<file path="config.mk">
export PLATFORM = sky130hd
export DESIGN_NAME = enemy_shot_scheduler
export DESIGN_NICKNAME = d
export VERILOG_FILES = /design/src/rtl/enemy_shot_scheduler_pkg.sv /design/src/rtl/enemy_shot_scheduler.sv
export SDC_FILE = /design/constraint.sdc
export NUM_CORES = 1
export LEC_CHECK = 0
export ABC_CLOCK_PERIOD_IN_PS = 4500
export CAP_MARGIN = 20
export CORE_UTILIZATION = 38
export CTS_CLUSTER_DIAMETER = 120
export CTS_CLUSTER_SIZE = 14
export DETAILED_ROUTE_END_ITERATION = 7
export GPL_TIMING_DRIVEN = 1
export PLACE_DENSITY_LB_ADDON = 0.25
export SKIP_CTS_REPAIR_TIMING = 1
export SYNTH_ARGS = -nofsm -noshare
export SYNTH_HDL_FRONTEND = slang
export SYNTH_SLANG_ARGS = --single-unit
</file>
<file path="constraint.sdc">
create_clock -name CLOCK_50 -period 4.5 [get_ports CLOCK_50]
set_input_delay 0.45 -clock CLOCK_50 [delete_from_list [all_inputs] [get_ports CLOCK_50]]
set_output_delay 0.45 -clock CLOCK_50 [all_outputs]
set_load 0.02 [all_outputs]
</file>
<file path="src/rtl/enemy_shot_scheduler_pkg.sv">
// Shared game definitions for the enemy shot scheduler.
// Holds the scheduler state encoding and timing defaults.
package enemy_shot_scheduler_pkg;

  localparam int DEFAULT_COOLDOWN = 25000000;
  localparam int COORD_W          = 10;

  typedef enum logic [2:0] {
    ST_COOLDOWN,
    ST_SCAN,
    ST_FIRE,
    ST_WAIT_ACK,
    ST_WAIT_DONE
  } shot_state_e;

endpackage

</file>
<file path="src/rtl/enemy_shot_scheduler.sv">
// Round-robin enemy shooter: picks the next live enemy after a cooldown
// and launches the single shared enemy ball from below it.
module enemy_shot_scheduler
  import enemy_shot_scheduler_pkg::*;
#(
  parameter int SIZE_ENEMY      = 10,
  parameter int COOLDOWN_CYCLES = DEFAULT_COOLDOWN,
  localparam int AW = (SIZE_ENEMY > 1) ? $clog2(SIZE_ENEMY) : 1,
  localparam int CW = (COOLDOWN_CYCLES > 1) ? $clog2(COOLDOWN_CYCLES) : 1
) (
  input  logic                          CLOCK_50,
  input  logic                          reset,
  input  logic                          pausa,
  input  logic                          reiniciarJogo,
  input  logic [SIZE_ENEMY-1:0]         vivo,
  input  logic [COORD_W*SIZE_ENEMY-1:0] x_inimigo,
  input  logic [COORD_W*SIZE_ENEMY-1:0] y_inimigo,
  input  logic [COORD_W-1:0]            largura_inimigo,
  input  logic [COORD_W-1:0]            altura_inimigo,
  input  logic                          bola_ativa,
  output logic                          disparar,
  output logic [COORD_W-1:0]            xi_bola,
  output logic [COORD_W-1:0]            yi_bola,
  output logic [AW-1:0]                 atirador,
  output logic                          nenhum_vivo
);

  localparam logic [CW-1:0] CNT_INIT = CW'(COOLDOWN_CYCLES - 1);
  localparam logic [AW-1:0] PTR_LAST = AW'(SIZE_ENEMY - 1);

  function automatic logic [AW-1:0] nxt(input logic [AW-1:0] i);
    return (i == PTR_LAST) ? '0 : i + 1'b1;
  endfunction

  shot_state_e          state_q, state_d;
  logic [CW-1:0]        cnt_q, cnt_d;
  logic [AW-1:0]        ptr_q, ptr_d;
  logic [AW-1:0]        idx_q, idx_d;
  logic [AW-1:0]        dead_q, dead_d;
  logic [COORD_W-1:0]   xi_q, xi_d;
  logic [COORD_W-1:0]   yi_q, yi_d;
  logic [AW-1:0]        shooter_q, shooter_d;
  logic                 none_q, none_d;
  logic [COORD_W-1:0]   x_sel, y_sel;

  assign x_sel = x_inimigo[COORD_W*int'(ptr_q) +: COORD_W];
  assign y_sel = y_inimigo[COORD_W*int'(ptr_q) +: COORD_W];

  always_comb begin
    state_d   = state_q;
    cnt_d     = cnt_q;
    ptr_d     = ptr_q;
    idx_d     = idx_q;
    dead_d    = dead_q;
    xi_d      = xi_q;
    yi_d      = yi_q;
    shooter_d = shooter_q;
    none_d    = none_q;
    if (reiniciarJogo) begin
      state_d   = ST_COOLDOWN;
      cnt_d     = CNT_INIT;
      ptr_d     = PTR_LAST;
      idx_d     = '0;
      dead_d    = '0;
      xi_d      = '0;
      yi_d      = '0;
      shooter_d = '0;
      none_d    = 1'b0;
    end else if (!pausa) begin
      unique case (state_q)
        ST_COOLDOWN: begin
          if (cnt_q == '0) begin
            state_d = ST_SCAN;
            idx_d   = nxt(ptr_q);
            dead_d  = '0;
          end else begin
            cnt_d = cnt_q - 1'b1;
          end
        end
        ST_SCAN: begin
          if (vivo[idx_q]) begin
            ptr_d   = idx_q;
            none_d  = 1'b0;
            state_d = ST_FIRE;
          end else if (dead_q == PTR_LAST) begin
            // Whole ring dead: keep ptr so rotation resumes where it left off.
            none_d  = 1'b1;
            cnt_d   = CNT_INIT;
            state_d = ST_COOLDOWN;
          end else begin
            idx_d  = nxt(idx_q);
            dead_d = dead_q + 1'b1;
          end
        end
        ST_FIRE: begin
          shooter_d = ptr_q;
          xi_d      = x_sel + (largura_inimigo >> 1);
          yi_d      = y_sel + altura_inimigo;
          state_d   = ST_WAIT_ACK;
        end
        ST_WAIT_ACK: begin
          if (bola_ativa) state_d = ST_WAIT_DONE;
        end
        ST_WAIT_DONE: begin
          if (!bola_ativa) begin
            cnt_d   = CNT_INIT;
            state_d = ST_COOLDOWN;
          end
        end
        default: state_d = ST_COOLDOWN;
      endcase
    end
  end

  always_ff @(posedge CLOCK_50 or negedge reset) begin
    if (!reset) begin
      state_q   <= ST_COOLDOWN;
      cnt_q     <= CNT_INIT;
      ptr_q     <= PTR_LAST;
      idx_q     <= '0;
      dead_q    <= '0;
      xi_q      <= '0;
      yi_q      <= '0;
      shooter_q <= '0;
      none_q    <= 1'b0;
    end else begin
      state_q   <= state_d;
      cnt_q     <= cnt_d;
      ptr_q     <= ptr_d;
      idx_q     <= idx_d;
      dead_q    <= dead_d;
      xi_q      <= xi_d;
      yi_q      <= yi_d;
      shooter_q <= shooter_d;
      none_q    <= none_d;
    end
  end

  assign disparar    = (state_q == ST_FIRE) && !pausa;
  assign xi_bola     = xi_q;
  assign yi_bola     = yi_q;
  assign atirador    = shooter_q;
  assign nenhum_vivo = none_q;

endmodule

</file>
After elaboration in Yosys (flattened, before gate mapping)
Index checks and enable logic that the tools add are counted.

cells by class
  add/sub/neg operators = 6
  multiply operators = 1
  div/mod/pow operators = 0
  $lt $le $gt $ge = 1
  equality and inequality tests = 16
  shifts and indexed selects = 2
  mux-type cells = 49
  bitwise operators = 0
  reduce and logical (&&, ||, !) cells = 16

operators with widths
  kind                                                 count
  2-to-1 mux 25 bit                                    6
  indexed part select 100 x 32 -> 10 bit               1
  indexed part select 100 x 9 -> 10 bit                1
  2-to-1 mux 4 bit                                     19
  one-hot mux 25 bit (3 select lines)                  1
  2-to-1 mux 10 bit                                    6
  zero test 25 bit                                     1
  subtractor 25 x 1 -> 25 bit (second input constant)  1
  2-to-1 mux 3 bit                                     7
  != test 3 bit (second input constant)                7
  one-hot mux 4 bit (2 select lines)                   2
  one-hot mux 3 bit (5 select lines)                   1
  adder 4 x 1 -> 4 bit (second input constant)         3
  == test 4 bit (second input constant)                3
  adder 10 bit                                         1
  adder 10 x 9 -> 10 bit                               1
  AND reduction 5 bit                                  2
  multiplier 3 x 4 -> 7 bit (first input constant)     1
  == test 3 x 2 -> 1 bit (second input constant)       2
  2-to-1 mux 1 bit                                     6
  AND reduction 3 bit                                  2
  AND reduction 6 bit                                  1
  nonzero test 2 bit                                   3
  nonzero test 3 bit                                   2
  11 further kinds                                     11

word-level totals
  register bits after elaboration = 65
  bits in latches = 0
  bits in writable memories = 0
  bits in read-only memories = 0
  input bits = 235
  output and inout bits = 26
  logic and storage cells = 100
  memories kept = 0

Logic depth before layout (Yosys ltp)
  depth in word-level cells = 7
  depth in mapped cells = 15

Worst setup path before layout
Ideal clock, no wire load.

  path type = register to register
  start = reg ptr_q[0]
  end = reg yi_q[9] (netlist: yi_bola[9])
  setup time = 99 ps
  data arrival time = 3504 ps
  data required time = 4401 ps
  slack = 897 ps
  cell stages (with the launch flop) = 12
  path buffers = 2
  period minus slack after synthesis = 3603 ps
  cell sequence = dfstp_2 -> buf_2 -> buf_2 -> mux4_2 -> a21oi_1 -> o22ai_1 -> ha_1 -> and3_1 -> a221o_1 -> a2111oi_0 -> o31ai_1 -> a311oi_1

on the way
  cells in the longest elaborated chain, start to end = 6

RTL lines
  what                                   line                         source
  start: declaration                     enemy_shot_scheduler.sv:37   logic [AW-1:0] ptr_q, ptr_d;
  start signal: assignment               enemy_shot_scheduler.sv:129  ptr_q <= ptr_d;
  multiplier 3 x 4 -> 7 bit              enemy_shot_scheduler.sv:47   assign y_sel = y_inimigo[COORD_W*int'(ptr_q) +: COORD_W];
  indexed part select 100 x 9 -> 10 bit  enemy_shot_scheduler.sv:47
  adder 10 bit                           enemy_shot_scheduler.sv:98   yi_d = y_sel + altura_inimigo;
  2-to-1 mux 10 bit                      enemy_shot_scheduler.sv:70   unique case (state_q)
  2-to-1 mux 10 bit                      enemy_shot_scheduler.sv:69   end else if (!pausa) begin
  2-to-1 mux 10 bit                      enemy_shot_scheduler.sv:59   if (reiniciarJogo) begin
  end signal: assignment                 enemy_shot_scheduler.sv:133  yi_q <= yi_d;
  end: declaration                       enemy_shot_scheduler.sv:41   logic [COORD_W-1:0] yi_q, yi_d;

No other way between the ends. The select of a mux whose other input is x is not followed.
A chain may end at the register's enable or synchronous reset.

Worst setup path in the final report
Same ends and word-level chain as after synthesis.

==> results.yml <==
run_status:
  outcome: "complete, no violations"
global_route:
  grtUsageMet2: 0.469
  track_usage: 0.282
  globalRouteMet1Util: 0.364
  first_global_vias: 6353
  grt_remaining_overflow: 0
  most_congested_layer_reported_by_global_routing: "met2"
  grt_max_degree: 34
  global_route.usage.met3: 0.0818
  grt_antenna_before_repair: 0
  grt_pass1_wl_microns: 35200
logic_synthesis:
  synthesis.nets: 938
  syn_area_sq_um: 6130
  post_synth_edffs: 0
  synth_largest_type_area_fraction: 0.188
  yosys_warnings: 0
  synth_cell_type_count: 70
  synth_sequential_area_ratio: 0.269
  post_syn_area_per_cell_sq_um: 9.09
  post_synth_inst_count: 675
  yosysTopAreaCell: "sky130_fd_sc_hd__dfrtp_1"
  synth-seq-cells: 65
  synth_async_sr_flop_share: 1.00
  synth_flop_cell: "sky130_fd_sc_hd__dfrtp_1"
  synth_area_leaders: "sky130_fd_sc_hd__dfrtp_1, sky130_fd_sc_hd__mux4_2, sky130_fd_sc_hd__dfstp_2"
placed_design:
  placement.io_buffers: 259
  gp_routability_congestion: 0.917
  place_inst: 1114
  post-dp-hpwl_microns: 18500
routing:
  route.detailed.drc: 0
  length_of_the_first_detailed_routing_pass_in_iterations: 5
  vias_per_cell: 5.73
  detail_route_antenna_nets: 0
  post_drt_wl_per_cell_microns: 20.2
  detail_route.wirelength_microns: 22900
  detailroute.via_count: 6486
  first_iter_violations: 649
sta:
  rsz_0062_raised_after_global_routing: "false"
  worst-slew-pin-transition_ps: 825
  final.period_utilization: 0.898
  setup_tns_ps: 0
  setup_viol_count_final: 0
  slew_headroom: 0.436
  hold_violations: 0
  timing_max_transition_violations_final: 0
  finalCriticalPeriod_ps: 4040
  finClkSkew_ps: 9.76
  fmaxAchievable_mhz: 248
pwr:
  vdd.ir_drop.worst_mv: 0.211
  leakage_power_summed_over_all_cells_nw: 3.72
  finalPower_mw: 3.13
  powerDensity_nw_per_um2: 340
final_layout:
  layout_stage_area_growth_over_the_synthesis_result_pct: 50.0
  share_of_layout_cells_above_drive_strength_1: 0.115
  finalCoreUtilization: 0.581
  nets: 1172
  final-seq-area_sq_um: 1660
  n_fill_cell: 1412
  final-instance-count-excl-fill: 1131
  multi_input_comb_area_sq_um: 4100
cts:
  tritoncts.num_buffers: 9
  htree_levels: 3
  clk_pin_slew_ps: 60
  clk_latency_ps: 330
  cts_tree: "built"
  max-clock-path-buffers: 2
  root_buffer: "sky130_fd_sc_hd__clkbuf_16"
  cts_sinks: 65
worst_setup_path:
  critPathLaunchType: "flip-flop"
  worstPathRequired_ps: 4730
  critPathKind: "flip-flop to flip-flop"
  worst_setup_path_end_kind: "flip-flop"
  arrival_ps: 4270
  cp_max_fo: 19
floorplanning:
  die_boundary_height_microns: 129
  floorplan.rows: 46
  ios: 261
  initial_utilization: 0.388
  core_area_sq_um: 15800
  die_w_microns: 129
  die_area_sq_um: 16700
run:
  max_cap_violations: 0
hold_path:
  timing.hold.worst.class: "input port to async pin"
cell type report:
cell class / instances / area share
clock inverter: 3 / 0.00707
clock buffer: 13 / 0.0272
sequential: 65 / 0.180
multi-input combinational: 518 / 0.445
antenna: 1 / 0.000272
inverter: 39 / 0.0159
timing repair buffer: 276 / 0.295
tap: 216 / 0.0294
state kept, by name (all words and copies together), names as in the netlist:
signal,cells
xi_bola,10
nenhum_vivo,1
idx_q,4
yi_bola,10
ptr_q,4
dead_q,4
atirador,4
cnt_q,25
state_q,3
per-layer routing:
| metal | wire (microns) | up-vias |
|---|---|---|
| li1 | - | 3068 |
| met1 | 9680 | 3141 |
| met3 | 1790 | 16 |
| met5 | 0 | - |
| met4 | 239 | 0 |
| met2 | 11100 | 261 |
power by group:
group / internal [mW] / total (mW) / switching [mW]
logic: 0.799 / 1.60 / 0.804
registers: 0.655 / 0.772 / 0.117
clock network: 0.500 / 0.753 / 0.253
Yosys cell counts (all sizes together) (3+ instances only):
cell type / count
o22ai: 18
or4: 7
a31oi: 33
a22o: 6
clkbuf: 34
o21a: 5
xnor2: 4
buf: 19
nor3b: 5
or3: 10
o41ai: 6
mux4: 40
o31a: 3
nor2: 50
nand4b: 4
nand3: 30
nor4: 14
dfstp: 19
mux2: 11
a211o: 3
o31ai: 11
and3: 4
o21ai: 21
nand2b: 5
o211ai: 7
ha: 26
a32o: 3
inv: 39
a21oi: 47
xor2: 6
nand2: 51
dfrtp: 46
nor3: 21
a211oi: 4
mux2i: 27
layout by cell type, fill, tap and decap left out, types with 20 or more instances in the layout:
| cell type | count |
|---|---|
| sky130_fd_sc_hd__mux2i_1 | 27 |
| sky130_fd_sc_hd__nand3_1 | 30 |
| sky130_fd_sc_hd__inv_1 | 39 |
| sky130_fd_sc_hd__nor3_1 | 21 |
| sky130_fd_sc_hd__ha_1 | 26 |
| sky130_fd_sc_hd__dfrtp_1 | 45 |
| sky130_fd_sc_hd__mux4_2 | 40 |
| sky130_fd_sc_hd__nor2_1 | 50 |
| sky130_fd_sc_hd__clkdlybuf4s50_1 | 258 |
| sky130_fd_sc_hd__a31oi_1 | 32 |
| sky130_fd_sc_hd__a21oi_1 | 47 |
| sky130_fd_sc_hd__nand2_1 | 51 |
| sky130_fd_sc_hd__o21ai_0 | 20 |
worst paths after layout:
check | from | endpoint | slack, ps | cells past startpoint
setup / recovery | ptr_q[0] | yi_bola[9] | 460 | 11
hold reg to reg | yi_bola[1] | yi_bola[1] | 510 | 2
setup reg to reg | ptr_q[0] | yi_bola[9] | 460 | 11
max in group asynchronous | reset | cnt_q[2] | 3360 | 2
min in group CLOCK_50 | yi_bola[1] | yi_bola[1] | 510 | 2
hold / removal | reset | yi_bola[1] | 180 | 1
through the flow:
step,area (sq um),hold slack (ps),setup slack [ps]
3_3_place_gp,8880,495,607
3_5_place_dp,8880,503,489
5_1_grt,9200,247,107
6_report,9200,184,460
4_1_cts,9200,223,476
2_1_floorplan,6130,154,897
worst max-delay path, stage by stage (launching register included):
cell and delay, ps:
sky130_fd_sc_hd__dfstp_4 820, sky130_fd_sc_hd__buf_4 270, sky130_fd_sc_hd__mux2i_1 350, sky130_fd_sc_hd__nor2_1 80, sky130_fd_sc_hd__a21oi_1 130, sky130_fd_sc_hd__o22ai_1 110
sky130_fd_sc_hd__ha_1 370, sky130_fd_sc_hd__and3_1 200, sky130_fd_sc_hd__a221o_1 380, sky130_fd_sc_hd__a2111oi_0 750, sky130_fd_sc_hd__o31ai_1 180, sky130_fd_sc_hd__a311oi_1 300
cell families after synthesis:
| kind of cell | synth area share |
|---|---|
| AO/OA/AOI/OAI | 0.204 |
| XOR/XNOR | 0.0143 |
| adder cells (fa/ha/maj) | 0.0596 |
| buffers and inverters | 0.0632 |
| flip-flops | 0.269 |
| multiplexers | 0.211 |
| AND/OR/NAND/NOR | 0.179 |
No activity file was read; power rests on OpenSTA's default activity.
